<file path="src/rtl/prio_encoder_rr_pkg.sv">
// rtl/prio_encoder_rr_pkg.sv - shared types, mode constants and pointer helper for prio_encoder_rr
// Package prio_enc_pkg:
//   MODE_FIXED / MODE_RR : arbitration mode selectors
//   state_t              : output register occupancy (EMPTY / FULL)
//   next_ptr(idx, n)     : modulo-n increment, wraps at n rather than at a power of two
package prio_enc_pkg;

  localparam int MODE_FIXED = 0;
  localparam int MODE_RR    = 1;

  typedef enum logic {
    ST_EMPTY = 1'b0,
    ST_FULL  = 1'b1
  } state_t;

  function automatic int next_ptr(input int idx, input int n);
    return (idx + 1 >= n) ? 0 : idx + 1;
  endfunction

endpackage

</file>
<file path="src/rtl/prio_encoder_rr_if.sv">
// rtl/prio_encoder_rr_if.sv - request/result handshake bundle for prio_encoder_rr
// Signals:
//   in_valid / in_ready / in_req         : request side
//   out_valid / out_ready                : result side handshake
//   out_idx / out_zero                   : encoded winner, all-zero flag
//   out_onehot                           : one-hot winner (PRIO_ENCODER_ONEHOT_OUT_EN only)
// Modports: master = request source + result consumer, slave = the encoder.
interface prio_encoder_rr_if #(
  parameter int N = 4,
  parameter int W = $clog2(N)
);

  logic         in_valid;
  logic         in_ready;
  logic [N-1:0] in_req;
  logic         out_valid;
  logic         out_ready;
  logic [W-1:0] out_idx;
  logic         out_zero;
`ifdef PRIO_ENCODER_ONEHOT_OUT_EN
  logic [N-1:0] out_onehot;
`endif

  modport master (
`ifdef PRIO_ENCODER_ONEHOT_OUT_EN
    input  out_onehot,
`endif
    output in_valid, in_req, out_ready,
    input  in_ready, out_valid, out_idx, out_zero
  );

  modport slave (
`ifdef PRIO_ENCODER_ONEHOT_OUT_EN
    output out_onehot,
`endif
    input  in_valid, in_req, out_ready,
    output in_ready, out_valid, out_idx, out_zero
  );

endinterface

</file>
<file path="src/rtl/prio_encoder_rr_search.sv">
// rtl/prio_encoder_rr_search.sv - combinational winner search (module prio_enc_search)
// Ports:
//   req   [N-1:0] in  : request vector
//   start [W-1:0] in  : round-robin search origin (ignored in fixed mode)
//   mode          in  : 0 = highest set index wins, 1 = ascending search from start with wrap at N
//   idx   [W-1:0] out : winning index, 0 when req is all zeros
//   zero          out : req is all zeros
module prio_enc_search #(
  parameter int N = 4,
  parameter int W = $clog2(N)
) (
  input  logic [N-1:0] req,
  input  logic [W-1:0] start,
  input  logic         mode,
  output logic [W-1:0] idx,
  output logic         zero
);

  int           pos;
  logic [W-1:0] pos_w;
  logic         found;

  always_comb begin
    idx   = '0;
    zero  = ~|req;
    pos   = 0;
    pos_w = '0;
    found = 1'b0;
    if (mode) begin
      // start is always < N, so a single subtraction is enough to wrap
      for (int i = 0; i < N; i++) begin
        pos = int'(start) + i;
        if (pos >= N) pos = pos - N;
        pos_w = W'(pos);
        if (!found && req[pos_w]) begin
          idx   = pos_w;
          found = 1'b1;
        end
      end
    end else begin
      // ascending scan, the last hit is the highest set index
      for (int i = 0; i < N; i++) begin
        if (req[i]) idx = W'(i);
      end
    end
  end

endmodule

</file>
<file path="src/rtl/prio_encoder_rr.sv">
// rtl/prio_encoder_rr.sv - registered fixed/round-robin priority encoder with valid/ready handshake
// Ports:
//   clk  : rising-edge clock
//   rst  : synchronous active-high reset, drops any pending result
//   bus  : prio_encoder_rr_if.slave (in_valid/in_ready/in_req, out_valid/out_ready/out_idx/out_zero)
// Parameters: N request bits, W index width, MODE 0 = fixed, 1 = round-robin.
// Optional: PRIO_ENCODER_ONEHOT_OUT_EN adds registered out_onehot.
module prio_encoder_rr
  import prio_enc_pkg::*;
#(
  parameter int N    = 4,
  parameter int W    = $clog2(N),
  parameter int MODE = MODE_FIXED
) (
  input  logic            clk,
  input  logic            rst,
  prio_encoder_rr_if.slave bus
);

  state_t       state_q, state_d;
  logic [W-1:0] rr_ptr;
  logic [W-1:0] idx_q;
  logic         zero_q;
  logic [W-1:0] s_idx;
  logic         s_zero;
  logic         accept;
`ifdef PRIO_ENCODER_ONEHOT_OUT_EN
  logic [N-1:0] onehot_q;
  logic [N-1:0] onehot_one;
  assign onehot_one = {{(N-1){1'b0}}, 1'b1};
`endif

  prio_enc_search #(.N(N), .W(W)) u_search (
    .req   (bus.in_req),
    .start (rr_ptr),
    .mode  (MODE == MODE_RR),
    .idx   (s_idx),
    .zero  (s_zero)
  );

  // No skid buffer: a stalled result blocks the input directly
  assign bus.in_ready  = (state_q == ST_EMPTY) || bus.out_ready;
  assign accept        = bus.in_valid && bus.in_ready;
  assign bus.out_valid = (state_q == ST_FULL);
  assign bus.out_idx   = idx_q;
  assign bus.out_zero  = zero_q;
`ifdef PRIO_ENCODER_ONEHOT_OUT_EN
  assign bus.out_onehot = onehot_q;
`endif

  always_comb begin
    state_d = state_q;
    case (state_q)
      ST_EMPTY: if (accept) state_d = ST_FULL;
      ST_FULL: begin
        if (accept)             state_d = ST_FULL;
        else if (bus.out_ready) state_d = ST_EMPTY;
      end
      default: state_d = ST_EMPTY;
    endcase
  end

  always_ff @(posedge clk) begin
    if (rst) begin
      state_q <= ST_EMPTY;
      idx_q   <= '0;
      zero_q  <= 1'b0;
      rr_ptr  <= '0;
`ifdef PRIO_ENCODER_ONEHOT_OUT_EN
      onehot_q <= '0;
`endif
    end else begin
      state_q <= state_d;
      if (accept) begin
        idx_q  <= s_idx;
        zero_q <= s_zero;
`ifdef PRIO_ENCODER_ONEHOT_OUT_EN
        onehot_q <= s_zero ? '0 : (onehot_one << s_idx);
`endif
        // fixed mode never moves the pointer; an empty request leaves it alone
        if (MODE == MODE_RR && !s_zero)
          rr_ptr <= W'(next_ptr(int'(s_idx), N));
      end
    end
  end

endmodule
</file>
<file path="src/flat_wrapper.sv">
// flat-port wrapper written by rule: the top's interface ports become plain ports
module prio_encoder_rr_flat import prio_enc_pkg::*;
#(
  parameter int N    = 4,
  parameter int W    = $clog2(N),
  parameter int MODE = MODE_FIXED
)
  (clk, rst, bus_in_valid, bus_in_req, bus_out_ready, bus_in_ready, bus_out_valid, bus_out_idx, bus_out_zero);
  prio_encoder_rr_if #(.N(N), .W(W)) bus_i ();
  input  logic clk;
  input  logic rst;
  input wire logic [$bits(bus_i.in_valid)-1:0] bus_in_valid;
  input wire logic [$bits(bus_i.in_req)-1:0] bus_in_req;
  input wire logic [$bits(bus_i.out_ready)-1:0] bus_out_ready;
  output wire logic [$bits(bus_i.in_ready)-1:0] bus_in_ready;
  output wire logic [$bits(bus_i.out_valid)-1:0] bus_out_valid;
  output wire logic [$bits(bus_i.out_idx)-1:0] bus_out_idx;
  output wire logic [$bits(bus_i.out_zero)-1:0] bus_out_zero;
  assign bus_i.in_valid = bus_in_valid;
  assign bus_i.in_req = bus_in_req;
  assign bus_i.out_ready = bus_out_ready;
  assign bus_in_ready = bus_i.in_ready;
  assign bus_out_valid = bus_i.out_valid;
  assign bus_out_idx = bus_i.out_idx;
  assign bus_out_zero = bus_i.out_zero;
  prio_encoder_rr #(.N(N), .W(W), .MODE(MODE)) u_core (.clk(clk), .rst(rst), .bus(bus_i));
endmodule
</file>
<file path="config.mk">
export PLATFORM = sky130hd
export DESIGN_NAME = prio_encoder_rr_flat
export DESIGN_NICKNAME = d
export VERILOG_FILES = /design/src/rtl/prio_encoder_rr_pkg.sv /design/src/rtl/prio_encoder_rr_if.sv /design/src/rtl/prio_encoder_rr_search.sv /design/src/rtl/prio_encoder_rr.sv /design/src/flat_wrapper.sv
export SDC_FILE = /design/constraint.sdc
export NUM_CORES = 1
export LEC_CHECK = 0
export CORE_AREA = 2 2 39 41
export DETAILED_ROUTE_END_ITERATION = 8
export DIE_AREA = 0 0 41 43
export GPL_TIMING_DRIVEN = 0
export PLACE_DENSITY = 0.57
export SYNTH_ARGS = -nofsm -noshare
export SYNTH_HDL_FRONTEND = slang
export SYNTH_HIERARCHICAL = 1
export SYNTH_SLANG_ARGS = --single-unit
</file>
<file path="constraint.sdc">
create_clock -name clk -period 1.3 [get_ports clk]
set_clock_uncertainty 0.2 [all_clocks]
set_input_delay 0.26 -clock clk [delete_from_list [all_inputs] [get_ports clk]]
set_output_delay 0.26 -clock clk [all_outputs]
set_load 0.05 [all_outputs]
</file>
-- Yosys cells after proc, flatten, opt, wreduce, memory -nomap -nowiden
Index checks and enable logic that the tools add are counted.
- bits of input ports: 8
- register bits after elaboration: 4
- bitwise operators: 1
- muxes and demuxes: 7
- reductions and logical operators: 4
- operator list (cell ; number):
    1-bit two-way mux ; 4
    2-bit two-way mux ; 2
    4-bit OR reduction ; 1
    1-bit case mux with 2 select lines ; 1
    1-bit logical AND ; 1
    1-bit zero test ; 1
    1-bit logical OR ; 1
    1-bit inverter ; 1

-- Depth between registers and ports, before layout
- word-level depth: 5
- depth in mapped cells: 5

-- Hierarchy
The synthesis kept the hierarchy.
- by module, submodules not included (module ; instances ; sequential area each (µm²) ; area each (µm²) ; cells each):
    prio_encoder_rr ; 1 ; 80.1 ; 177.7 ; 18
    prio_enc_search ; 1 ; 0.0 ; 108.9 ; 16

-- Worst setup path before layout
Ideal clock, no wire load.
- path kind: register to register
- start point: register u_core.state_q, in the netlist u_core/bus.out_valid
- end point: register u_core.idx_q[0], in the netlist u_core/bus.out_idx[0]
- cell stages (with the launch flop): 5
- setup slack: -0.165 ns
- required time: 1.030 ns
- data arrival time: 1.195 ns
- library setup time: 0.070 ns
- cells stage by stage: dfxtp_1 nand2b_4 buf_6 a21bo_1 a21oi_1
- longest elaborated chain between the ends: 3
- RTL lines (element ; RTL line ; RTL):
    from (decl) ; prio_encoder_rr.sv:20 ; state_t state_q, state_d;
    from (signal assigned) ; prio_encoder_rr.sv:73 ; state_q <= state_d;
    1-bit inverter ; -- ;
    1-bit logical OR ; prio_encoder_rr.sv:42 ; assign bus.in_ready = (state_q == ST_EMPTY) || bus.out_ready;
    via bus_in_ready ; flat_wrapper.sv:15 ; output wire logic [$bits(bus_i.in_ready)-1:0] bus_in_ready;
    1-bit logical AND ; prio_encoder_rr.sv:43 ; assign accept = bus.in_valid && bus.in_ready;
    to (signal assigned) ; prio_encoder_rr.sv:75 ; idx_q <= s_idx;
    to (decl) ; prio_encoder_rr.sv:22 ; logic [W-1:0] idx_q;
The timed path passes the listed nets, and every way through them passes these cells.
A chain may end at the register's enable or synchronous reset.

-- Final worst setup path
- start point: register u_core.state_q, in the netlist u_core/bus.out_valid
- end point: output bus_in_ready
- longest elaborated chain between the ends: 2
- RTL lines (element ; RTL line):
    1-bit inverter ; --
    1-bit logical OR ; prio_encoder_rr.sv:42
    to (decl) ; flat_wrapper.sv:15
No other way between the ends.

==> reports/qor.txt <==
status - finished clean
Area Overhead vs Synth - 69.0%
unrepaired setup endpoints after global routing - false
global-route usage over all layers - 9.23%
antenna violations before repair - 0
Hold Path Class - in2reg
Critical Path, Cell by Cell - nand2b_4, buf_8
fin. max-slew vios - 0
placed cell count - 75
Critical Path RT - 0.84 ns
Row Count - 14
crit path max-delay cell type - dfxtp_2
total grt overflow - 0
crit end category - primary output
Crit Reg-Reg Endpoint - u_core/bus.out_zero$_SDFFE_PP0P_
Clock Sink Count - 4
vias in the first global route - 282
power density over the cells - 856 mW/mm^2
Fmax achieved - 0.803 GHz
share of cells above drive strength 1 - 19.4%
CTS root buffer - clkbuf_4
Worst Path Buf+Inv - 1
worst reg-to-reg setup slack - 0.15 ns
WL/cell - 8.73 um
post-DP HPWL - 484 um
first-pass GRT wire length - 1070 um
Critical Path Fanout Max - 2
# Max-Cap Violations - 0
Design Power - 0.414 mW
die width - 41 um
# port buffers - 12
P_leak - 0.225 nW
# setup viols final - 0
Post-Synthesis Cells - 34
IO Pins - 13
Worst path max stage delay - 0.34 ns
nets - 72
ANT cells - 0
Fin Hold WS - 0.333 ns
EDFF count, synth - 0
DRT iter0 DRCs - 5
CTS buffer count - 3
Starting Density - 20.7%
most common cell after layout, fill and taps aside - conb_1
clk buf depth - 2
Hold Path Stages - 4
Distinct cells, synth - 19
gpl congestion - 0.573
prevailing post-synth register cell - dfxtp_1
FF-to-FF path depth - 4
Via density - 3.92
post-route ant nets - 0
Netlist Area Pre-Place - 287 um^2
Hold-fix buffers, CTS - 0
number of synthesis warnings - 6
WHS Endpoint - u_core/bus.out_zero$_SDFFE_PP0P_
Seq cells post-synth - 4
Residual DRC - 0
htree depth - 1
sequential-to-total area share from yosys stat - 27.9%
endpoints failing hold - 0
Hold Path Origin - bus_in_req[1]
Die H - 43 um
Final Cycle Share - 95.8%
core area - 0.00138 mm^2
via count - 306
pin count of the biggest net entering global routing - 9
Final Critical Period - 1.25 ns
Critical Path AT - 0.79 ns
Die Footprint - 0.00176 mm^2
most frequent cells in the layout - conb_1, clkbuf_4, dlygate4sd2_1, a21oi_1
CTS tree - done
Post-Syn Area per Cell - 8.43 um^2
Max rail drop VDD - 0.435 mV
crit start category - flop
Async SR Flop Fraction - 0%
Reg2Reg Launch Point - u_core/bus.out_valid$_SDFF_PP0_
cell family with most CP delay - flip-flops
Post-Layout Cell Count - 78
clock-pin slew on the worst setup and hold paths - 0.04 ns
CP Class - reg2out
1st-pass router iterations - 3
drt total wl - 681 um
setup TNS - 0 ns
worst-skew pair later-pin latency - 0.24 ns
==> kinds of logic after synthesis <==
group	after synthesis	share of synthesized area (%)
compound gates	13	33.6
simple gates	12	27.1
flops	4	27.9
buf+inv	3	6.55
mux	1	3.49
other cells	1	1.31
==> final cells by class <==
type | count | area [um^2]
multi-input cells | 40 | 236
inverters | 2 | 7.51
repair buffers | 13 | 116
well taps | 16 | 20.0
flip-flops and latches | 4 | 81.3
fillers | 158 | 900
clock buffers | 3 | 22.5
==> worst register-to-register path, cell delays in order, from the launching register on <==
cell and delay, ns:
dfxtp_2 0.34, nand2b_4 0.06, buf_4 0.16, a21bo_1 0.18, a21oi_1 0.14
==> state kept, by name, summed over array words and instances (netlist names) <==
register              flops
u_core/bus.out_idx        2
u_core/bus.out_valid      1
u_core/bus.out_zero       1
==> per-stage QoR <==
step / utilization, % / setup WS (ns) / cell area, um^2
2_1_floorplan: - / 0.00804 / 337
3_3_place_gp: 34.4 / -0.898 / 477
3_5_place_dp: 34.4 / -0.901 / 477
4_1_cts: 34.4 / 0.00358 / 477
5_1_grt: 35.0 / 0.0222 / 484
6_report: 35.0 / 0.0543 / 484
==> timing repair <==
item / 4_1_cts / 5_1_grt
endpoints found under the setup margin: 8 / 3
pin swaps: 0 / 0
gates resized for setup: 34 / 3
setup buffers: 1 / 0
endpoints found under the hold margin: 0 / 0
==> synth_stat cells (all sizes together) (2+ instances only) <==
master,n,share of area (%)
o22ai,2,4.4
a21oi,5,8.7
dfxtp,4,28
inv,2,2.6
nor3b,2,5.2
a21bo,3,10
nand3,3,5.2
nand2,2,2.6
==> where the power goes <==
part	leakage [nW]	internal, mW	switching [mW]
registers	0.0332	0.131	0.00435
clock network	0.0138	0.104	0.0545
logic	0.178	0.0509	0.0701
==> worst max-delay path by stage <==
stage | startpoint | endpoint | cells after the start
floorplan | u_core/bus.out_valid$_SDFF_PP0_ | u_core/bus.out_idx[0]$_SDFFE_PP0P_ | 4
global placement | bus_out_ready | bus_in_ready | 4
detailed placement | bus_out_ready | bus_in_ready | 4
CTS | u_core/bus.out_zero$_SDFFE_PP0P_ | bus_out_zero | 1
global route | bus_in_req[0] | u_core/bus.out_idx[1]$_SDFFE_PP0P_ | 5
finish | u_core/bus.out_valid$_SDFF_PP0_ | bus_in_ready | 2
==> routing by layer <==
metal / vias to the layer above / global-route usage [%] / share of wire (%)
met3: 0 / 2.09 / 9.7
met1: 124 / 11.2 / 48
met4: 0 / 10.0 / 0
li1: 169 / - / -
met5: - / 0 / 0
met2: 13 / 11.9 / 42
Power figures use the tool's default switching activity.
